===== src/rtl/vga_scanout_pkg.sv =====
// rtl/vga_scanout_pkg.sv - shared 640x480@60 timing defaults, counter and colour types
package vga_scanout_pkg;

    localparam int CNT_W  = 10;
    localparam int ADDR_W = 20;

    localparam int H_VISIBLE_DEF = 640;
    localparam int H_FRONT_DEF   = 16;
    localparam int H_SYNC_DEF    = 96;
    localparam int H_BACK_DEF    = 48;
    localparam int V_VISIBLE_DEF = 480;
    localparam int V_FRONT_DEF   = 10;
    localparam int V_SYNC_DEF    = 2;
    localparam int V_BACK_DEF    = 33;

    localparam int H_TOTAL_DEF = H_VISIBLE_DEF + H_FRONT_DEF + H_SYNC_DEF + H_BACK_DEF;
    localparam int V_TOTAL_DEF = V_VISIBLE_DEF + V_FRONT_DEF + V_SYNC_DEF + V_BACK_DEF;

    typedef logic [CNT_W-1:0] cnt_t;

    typedef struct packed {
        logic [2:0] r;
        logic [2:0] g;
        logic [2:0] b;
    } rgb_t;

    function automatic logic in_range(input cnt_t v, input cnt_t lo, input cnt_t hi);
        return (v >= lo) && (v <= hi);
    endfunction

endpackage


===== src/rtl/vga_scanout_counter.sv =====
// rtl/vga_scanout_counter.sv - horizontal/vertical raster counters with end-of-line/frame wrap
module vga_scanout_counter
    import vga_scanout_pkg::*;
#(
    parameter cnt_t H_TOTAL = cnt_t'(H_TOTAL_DEF),
    parameter cnt_t V_TOTAL = cnt_t'(V_TOTAL_DEF)
) (
    input  logic clk,
    input  logic rst,
    output cnt_t hcnt,
    output cnt_t vcnt
);

    localparam cnt_t H_LAST = H_TOTAL - cnt_t'(1);
    localparam cnt_t V_LAST = V_TOTAL - cnt_t'(1);

    cnt_t hcnt_q, hcnt_d;
    cnt_t vcnt_q, vcnt_d;
    logic eol;
    logic eof;

    always_comb begin
        eol    = (hcnt_q == H_LAST);
        eof    = eol && (vcnt_q == V_LAST);
        hcnt_d = eol ? '0 : hcnt_q + cnt_t'(1);
        vcnt_d = vcnt_q;
        if (eof) begin
            vcnt_d = '0;
        end else if (eol) begin
            vcnt_d = vcnt_q + cnt_t'(1);
        end
    end

    always_ff @(posedge clk) begin
        if (rst) begin
            hcnt_q <= '0;
            vcnt_q <= '0;
        end else begin
            hcnt_q <= hcnt_d;
            vcnt_q <= vcnt_d;
        end
    end

    assign hcnt = hcnt_q;
    assign vcnt = vcnt_q;

endmodule


===== src/rtl/vga_scanout.sv =====
// rtl/vga_scanout.sv - raster scan engine: pixel address out, registered colour and sync to pins
module vga_scanout
    import vga_scanout_pkg::*;
#(
    parameter int H_VISIBLE = H_VISIBLE_DEF,
    parameter int H_FRONT   = H_FRONT_DEF,
    parameter int H_SYNC    = H_SYNC_DEF,
    parameter int H_BACK    = H_BACK_DEF,
    parameter int V_VISIBLE = V_VISIBLE_DEF,
    parameter int V_FRONT   = V_FRONT_DEF,
    parameter int V_SYNC    = V_SYNC_DEF,
    parameter int V_BACK    = V_BACK_DEF
) (
    input  logic              clk,
    input  logic              rst,
    output logic [ADDR_W-1:0] addr,
    input  logic [2:0]        ired,
    input  logic [2:0]        igreen,
    input  logic [2:0]        iblue,
    output logic [2:0]        vga_r,
    output logic [2:0]        vga_g,
    output logic [2:0]        vga_b,
    output logic              vga_hs,
    output logic              vga_vs,
    output logic              vblank,
    output logic              frame_tick
);

    localparam cnt_t H_VIS    = cnt_t'(H_VISIBLE);
    localparam cnt_t H_TOTAL  = cnt_t'(H_VISIBLE + H_FRONT + H_SYNC + H_BACK);
    localparam cnt_t HS_START = cnt_t'(H_VISIBLE + H_FRONT);
    localparam cnt_t HS_END   = cnt_t'(H_VISIBLE + H_FRONT + H_SYNC - 1);
    localparam cnt_t V_VIS    = cnt_t'(V_VISIBLE);
    localparam cnt_t V_TOTAL  = cnt_t'(V_VISIBLE + V_FRONT + V_SYNC + V_BACK);
    localparam cnt_t VS_START = cnt_t'(V_VISIBLE + V_FRONT);
    localparam cnt_t VS_END   = cnt_t'(V_VISIBLE + V_FRONT + V_SYNC - 1);

    cnt_t hcnt;
    cnt_t vcnt;

    vga_scanout_counter #(
        .H_TOTAL (H_TOTAL),
        .V_TOTAL (V_TOTAL)
    ) u_counter (
        .clk  (clk),
        .rst  (rst),
        .hcnt (hcnt),
        .vcnt (vcnt)
    );

    logic visible0;
    logic hs0;
    logic vs0;

    rgb_t rgb_q, rgb_d;
    logic hs_q, hs_d;
    logic vs_q, vs_d;
    logic vblank_q, vblank_d;
    logic frame_tick_q, frame_tick_d;

    // Stage 0 decode; everything below is registered once so colour and sync stay aligned.
    always_comb begin
        visible0     = (hcnt < H_VIS) && (vcnt < V_VIS);
        hs0          = !in_range(hcnt, HS_START, HS_END);
        vs0          = !in_range(vcnt, VS_START, VS_END);
        rgb_d        = visible0 ? rgb_t'{r: ired, g: igreen, b: iblue} : '0;
        hs_d         = hs0;
        vs_d         = vs0;
        vblank_d     = (vcnt >= V_VIS);
        frame_tick_d = (hcnt == '0) && (vcnt == V_VIS);
    end

    assign addr = visible0 ? {1'b0, hcnt, vcnt[8:0]} : '0;

    always_ff @(posedge clk) begin
        if (rst) begin
            rgb_q        <= '0;
            hs_q         <= 1'b1;
            vs_q         <= 1'b1;
            vblank_q     <= 1'b0;
            frame_tick_q <= 1'b0;
        end else begin
            rgb_q        <= rgb_d;
            hs_q         <= hs_d;
            vs_q         <= vs_d;
            vblank_q     <= vblank_d;
            frame_tick_q <= frame_tick_d;
        end
    end

    assign vga_r      = rgb_q.r;
    assign vga_g      = rgb_q.g;
    assign vga_b      = rgb_q.b;
    assign vga_hs     = hs_q;
    assign vga_vs     = vs_q;
    assign vblank     = vblank_q;
    assign frame_tick = frame_tick_q;

endmodule


===== config.mk =====
export PLATFORM = sky130hd
export DESIGN_NAME = vga_scanout
export DESIGN_NICKNAME = d
export VERILOG_FILES = /design/src/rtl/vga_scanout_pkg.sv /design/src/rtl/vga_scanout_counter.sv /design/src/rtl/vga_scanout.sv
export SDC_FILE = /design/constraint.sdc
export NUM_CORES = 1
export LEC_CHECK = 0
export BUFFER_PORTS_ARGS = -buffer_cell sky130_fd_sc_hd__buf_2
export CAP_MARGIN = 0
export CORE_ASPECT_RATIO = 1.75
export CORE_MARGIN = 2
export CORE_UTILIZATION = 46
export CTS_CLUSTER_DIAMETER = 100
export DETAILED_ROUTE_END_ITERATION = 12
export PLACE_DENSITY = 0.75
export SLEW_MARGIN = 10
export SYNTH_ARGS = -nofsm -noshare
export SYNTH_HDL_FRONTEND = slang
export SYNTH_SLANG_ARGS = --single-unit

===== constraint.sdc =====
create_clock -name clk -period 2.2 [get_ports clk]
set_input_delay 0.44 -clock clk [delete_from_list [all_inputs] [get_ports clk]]
set_output_delay 0.44 -clock clk [all_outputs]
set_load 0.03 [all_outputs]

Word level (Yosys, flattened, before mapping)
Index checks and enable logic that the tools add are counted.
- reductions and logical operators: 11
- bitwise logic cells: 1
- order comparisons: 7
- equal/unequal tests: 3
- add/sub/neg operators: 2
- multiplexer cells: 1
- operator list (kind ; number):
    10-bit by 1-bit adder with 10-bit output (second input constant) ; 2
    10-bit equality test (second input constant) ; 2
    10-bit by 9-bit >= comparator with 1-bit output (second input constant) ; 2
    19-bit two-way mux ; 1
    10-bit by 9-bit equality test with 1-bit output (second input constant) ; 1
    10-bit >= comparator (second input constant) ; 1
    10-bit <= comparator (second input constant) ; 1
    10-bit by 9-bit <= comparator with 1-bit output (second input constant) ; 1
    10-bit zero test ; 1
    10-bit less-than comparator (second input constant) ; 1
    10-bit by 9-bit less-than comparator with 1-bit output (second input constant) ; 1
    2-bit OR reduction ; 3
    1-bit logical AND ; 5
    1-bit zero test ; 2
    1-bit inverter ; 1
- output and inout port bits: 33
- input port bits: 11
- word-level logic and storage cells: 34
- register bits after elaboration: 33

Longest topological paths before layout
- depth in word-level cells: 4
- gate-level depth with buffers: 7
- gate-level depth less buffers: 6

By module
Synthesis repeated with hierarchy kept, for this count alone.
- cells, all modules: 172
- area total of the unflattened synthesis: 1589.0 um^2
- by module, submodules not included (module ; seq. area each (um^2) ; area an instance (um^2) ; cells each ; instances):
    vga_scanout_counter ; 400.4 ; 996.0 ; 106 ; 1
    vga_scanout ; 260.2 ; 593.1 ; 66 ; 1

Worst setup path before layout
OpenSTA, ideal clock, no wires.
- kind: reg2reg
- from: register u_counter.hcnt_q[7] (netlist: u_counter.hcnt[7])
- to: register u_counter.vcnt_q[9] (netlist: u_counter.vcnt[9])
- path slack: 134 ps
- cell stages (with the launch flop): 7
- required time: 2129 ps
- arrival time: 1995 ps
- library setup time: 71 ps
- period minus slack after synthesis: 2066 ps
- path buffers: 2
- cells stage by stage: dfxtp_1 -> buf_6 -> or4b_4 -> buf_6 -> or4_4 -> or3_1 -> a21oi_1
- longest elaborated chain between the ends: 3
- ends and longest elaborated chain (item ; RTL line ; text):
    from (decl) ; vga_scanout_counter.sv:17 ; cnt_t hcnt_q, hcnt_d;
    from (signal assigned) ; vga_scanout_counter.sv:39 ; hcnt_q <= hcnt_d;
    10-bit equality test (*) ; vga_scanout_counter.sv:23 ; eol = (hcnt_q == H_LAST);
    1-bit logical AND ; vga_scanout_counter.sv:24 ; eof = eol && (vcnt_q == V_LAST);
    2-bit OR reduction (no source line) ; -- ;
    to (signal assigned) ; vga_scanout_counter.sv:40 ; vcnt_q <= vcnt_d;
    to (decl) ; vga_scanout_counter.sv:18 ; cnt_t vcnt_q, vcnt_d;
Mark *: on every way between the ends. The rest lies on a longest branch, timed or not.
A chain may end at the register's enable or synchronous reset.

Final worst setup path
Ends and elaborated chain as after synthesis.

==> flow_metrics.py <==
metrics = {
    "drt": {
        "met1Wirelength_um": 1390,
        "drtIter0Drc": 25,
        "dr_wl_met3_um": 199,
        "maxUsedRoutingLayer": "met4",
        "wl_met2_um": 1940,
        "drtAntennaViolNets": 0,
        "wirelength_um": 3680,
        "drc": 0,
        "first_pass_iters": 4,
        "wire_per_inst_um": 13.4,
        "num_vias": 1430,
        "vias_per_cell": 5.20,
    },
    "final_layout": {
        "diodes": 0,
        "fillers": 314,
        "nets": 245,
        "area_growth_pct": 25.4,
        "drive_above_1_share_pct": 29.1,
    },
    "power": {
        "max-vdd-ir-drop_v": 0.000408,
        "power_density_nw_per_um2": 653,
        "p_leak_nw": 0.982,
    },
    "global_routing": {
        "grt_overflow": 0,
        "grt_max_degree": 22,
        "grt_usage_pct": 20.5,
        "antenna_found_initial": 0,
        "grt_first_pass_wirelength_um": 5650,
        "grt_pass1_vias": 1238,
    },
    "sta": {
        "fin_crit_sh_pct": 92.0,
        "final.setup_skew_ns": 0.00823,
        "min_period_ns": 2.03,
        "finalHoldViolCount": 0,
        "fin_setup_tns_ns": 0,
        "finalSetupViolCount": 0,
        "report.final.slew_viol_count": 0,
        "setup_ws_ns": 0.175,
        "timing.fmax_mhz": 494,
        "rsz0062_at_grt": "no",
    },
    "clocking": {
        "cts_tree": "yes",
        "insertion_delay_ns": 0.29,
        "cts_max_level": 2,
        "clk_path_buf_depth": 2,
        "cts-root-buf": "clkbuf_8",
        "clk_pin_slew_worst_paths_ns": 0.07,
        "numCtsBuffers": 5,
        "cts_sinks": 33,
    },
    "setup_path": {
        "crit_type": "flip-flop to flip-flop",
        "start_kind": "flip-flop",
        "arrival_ns": 2.25,
        "cp-end-kind": "flip-flop",
        "worstPathRequired_ns": 2.43,
        "critical_path_peak_fanout": 8,
    },
    "placement": {
        "pre_cts_ws_ns": 0.0545,
        "portBuffers": 42,
        "hpwl_um": 2670,
        "place_congestion": 0.831,
    },
    "floorplanning": {
        "initial_utilization_pct": 47.4,
        "io_pins": 44,
        "rows": 28,
        "die_w_um": 48.3,
        "die_h_um": 81.4,
        "die_area_um2": 3930,
        "fp.coreArea_um2": 3330,
    },
    "hold_path": {
        "hold_class": "input pin to flip-flop",
    },
    "yosys": {
        "syn-cell-area_um2": 1580,
        "syn_inst": 185,
        "yosysSeqAreaShare_pct": 41.9,
        "yosysWarnings": 0,
        "synth.avg_cell_area_um2": 8.52,
        "ys_ff_latch": 33,
        "ys_types": 30,
        "syn_nets": 201,
    },
    "status": {
        "status": "completed",
    },
    "run": {
        "maxCapViolCount": 0,
    },
}
==> worst max-delay path, cell delays in order, from the launching register on <==
cell and delay, ns:
dfxtp_1 0.40, or4b_4 0.55, or4_4 0.55, or3_1 0.33
a21oi_1 0.14
==> sequential cells by signal, indices dropped and copies added (netlist names) <==
signal / cells
vga_g: 3
u_counter.hcnt: 10
vga_vs: 1
frame_tick: 1
vblank: 1
u_counter.vcnt: 10
vga_hs: 1
vga_r: 3
vga_b: 3
==> Yosys cell counts <==
master / number / share of area (%)
and3_1: 32 / 13
ha_1: 5 / 4.0
nand2_1: 7 / 1.7
buf_2: 1 / 0.32
nor2_1: 23 / 5.5
nor4_1: 8 / 3.2
xor2_1: 7 / 3.9
o21ai_0: 3 / 0.95
nor3_1: 3 / 0.95
nor4bb_1: 1 / 0.63
buf_6: 2 / 1.4
or2_2: 1 / 0.40
buf_4: 1 / 0.48
o2111ai_1: 1 / 0.56
or4b_4: 1 / 0.87
or4_4: 1 / 0.71
nand3_1: 8 / 2.5
conb_1: 1 / 0.24
a21oi_1: 3 / 0.95
nand4_1: 7 / 2.8
dfxtp_1: 33 / 42
clkbuf_1: 14 / 3.3
mux2i_1: 1 / 0.63
nor2b_1: 1 / 0.40
or3_1: 1 / 0.40
inv_1: 7 / 1.7
xnor2_1: 9 / 5.0
and4_1: 1 / 0.56
and2_1: 1 / 0.40
o41ai_2: 1 / 1.0
==> layer usage <==
| metal | track usage [%] | up-vias |
|---|---|---|
| li1 | - | 721 |
| met1 | 20.8 | 637 |
| met2 | 34.3 | 58 |
| met3 | 5.49 | 14 |
| met4 | 13.0 | 0 |
| met5 | 0 | - |
==> layout by cell type (no fill, tap or decap), types with 3 or more instances in the layout <==
cell      synthesis  final
a21oi_1           3      3
and3_1           32     32
nor2_1           23     23
ha_1              5      5
buf_4             1     13
o21ai_0           3      3
xnor2_1           9      9
dfxtp_1          33     33
nor4_1            8      8
clkbuf_8          0      6
nand2_1           7      7
inv_1             7      7
nor3_1            3      3
xor2_1            7      7
buf_2             1     42
nand4_1           7      7
nand3_1           8      8
==> area by class of cell <==
| type | instances | area [um2] | area share [%] |
|---|---|---|---|
| well taps | 45 | 56.3 | 2.85 |
| clock buffers | 7 | 86.3 | 4.37 |
| inverters | 7 | 26.3 | 1.33 |
| multi-input cells | 127 | 810 | 40.9 |
| repair buffers | 55 | 308 | 15.6 |
| clock inverters | 1 | 30.0 | 1.52 |
| flip-flops and latches | 33 | 661 | 33.4 |
==> what timing repair did <==
action	CTS	global route
pin swaps	0	0
setup buffers	0	0
setup endpoints to repair	19	19
hold buffers	0	0
resized for setup	1	1
cloned	0	0
==> worst paths after layout <==
kind                                                   start                             end  slack, ns  cells past startpoint
worst max-delay path            u_counter.hcnt[7]$_SDFF_PP0_  u_counter.vcnt[9]$_SDFFE_PP0P_       0.17                      4
worst min register to register  u_counter.hcnt[0]$_SDFF_PP0_    u_counter.hcnt[0]$_SDFF_PP0_       0.49                      1
worst max register to register  u_counter.hcnt[7]$_SDFF_PP0_  u_counter.vcnt[9]$_SDFFE_PP0P_       0.17                      4
worst min-delay path                                iblue[0]             vga_b[0]$_SDFF_PP0_       0.38                      2
==> cell families (layout without fill, tap and decap cells) <==
logic type,after synthesis,in the layout,synth area share (%)
and+or+nand+nor,96,96,33.7
other,1,1,0.238
DFF,33,33,41.9
muxes,1,1,0.635
AOI/OAI and AO/OA,8,8,3.49
xor gates and xnor gates,16,16,8.89
adders and majority gates,5,5,3.97
buffers and inverters,25,70,7.22
==> stage by stage <==
step | instance area [um2] | power (mW) | hold WS (ns) | instances | utilization [%]
2_1_floorplan | 1580 | 0.692 | 0.423 | 185 | -
3_3_place_gp | 1850 | 0.719 | 0.478 | 267 | 55.7
3_5_place_dp | 1850 | 0.721 | 0.482 | 267 | 55.7
4_1_cts | 1970 | 1.30 | 0.381 | 275 | 59.2
5_1_grt | 1980 | 1.33 | 0.380 | 275 | 59.4
6_report | 1980 | 1.29 | 0.383 | 275 | 59.4
==> power breakdown <==
| group | leakage [nW] | switching [mW] | internal (mW) |
|---|---|---|---|
| Combinational | 0.655 | 0.0554 | 0.0315 |
| Sequential | 0.269 | 0.00905 | 0.611 |
| Clock | 0.0585 | 0.215 | 0.369 |
Power figures use the tool's default switching activity.
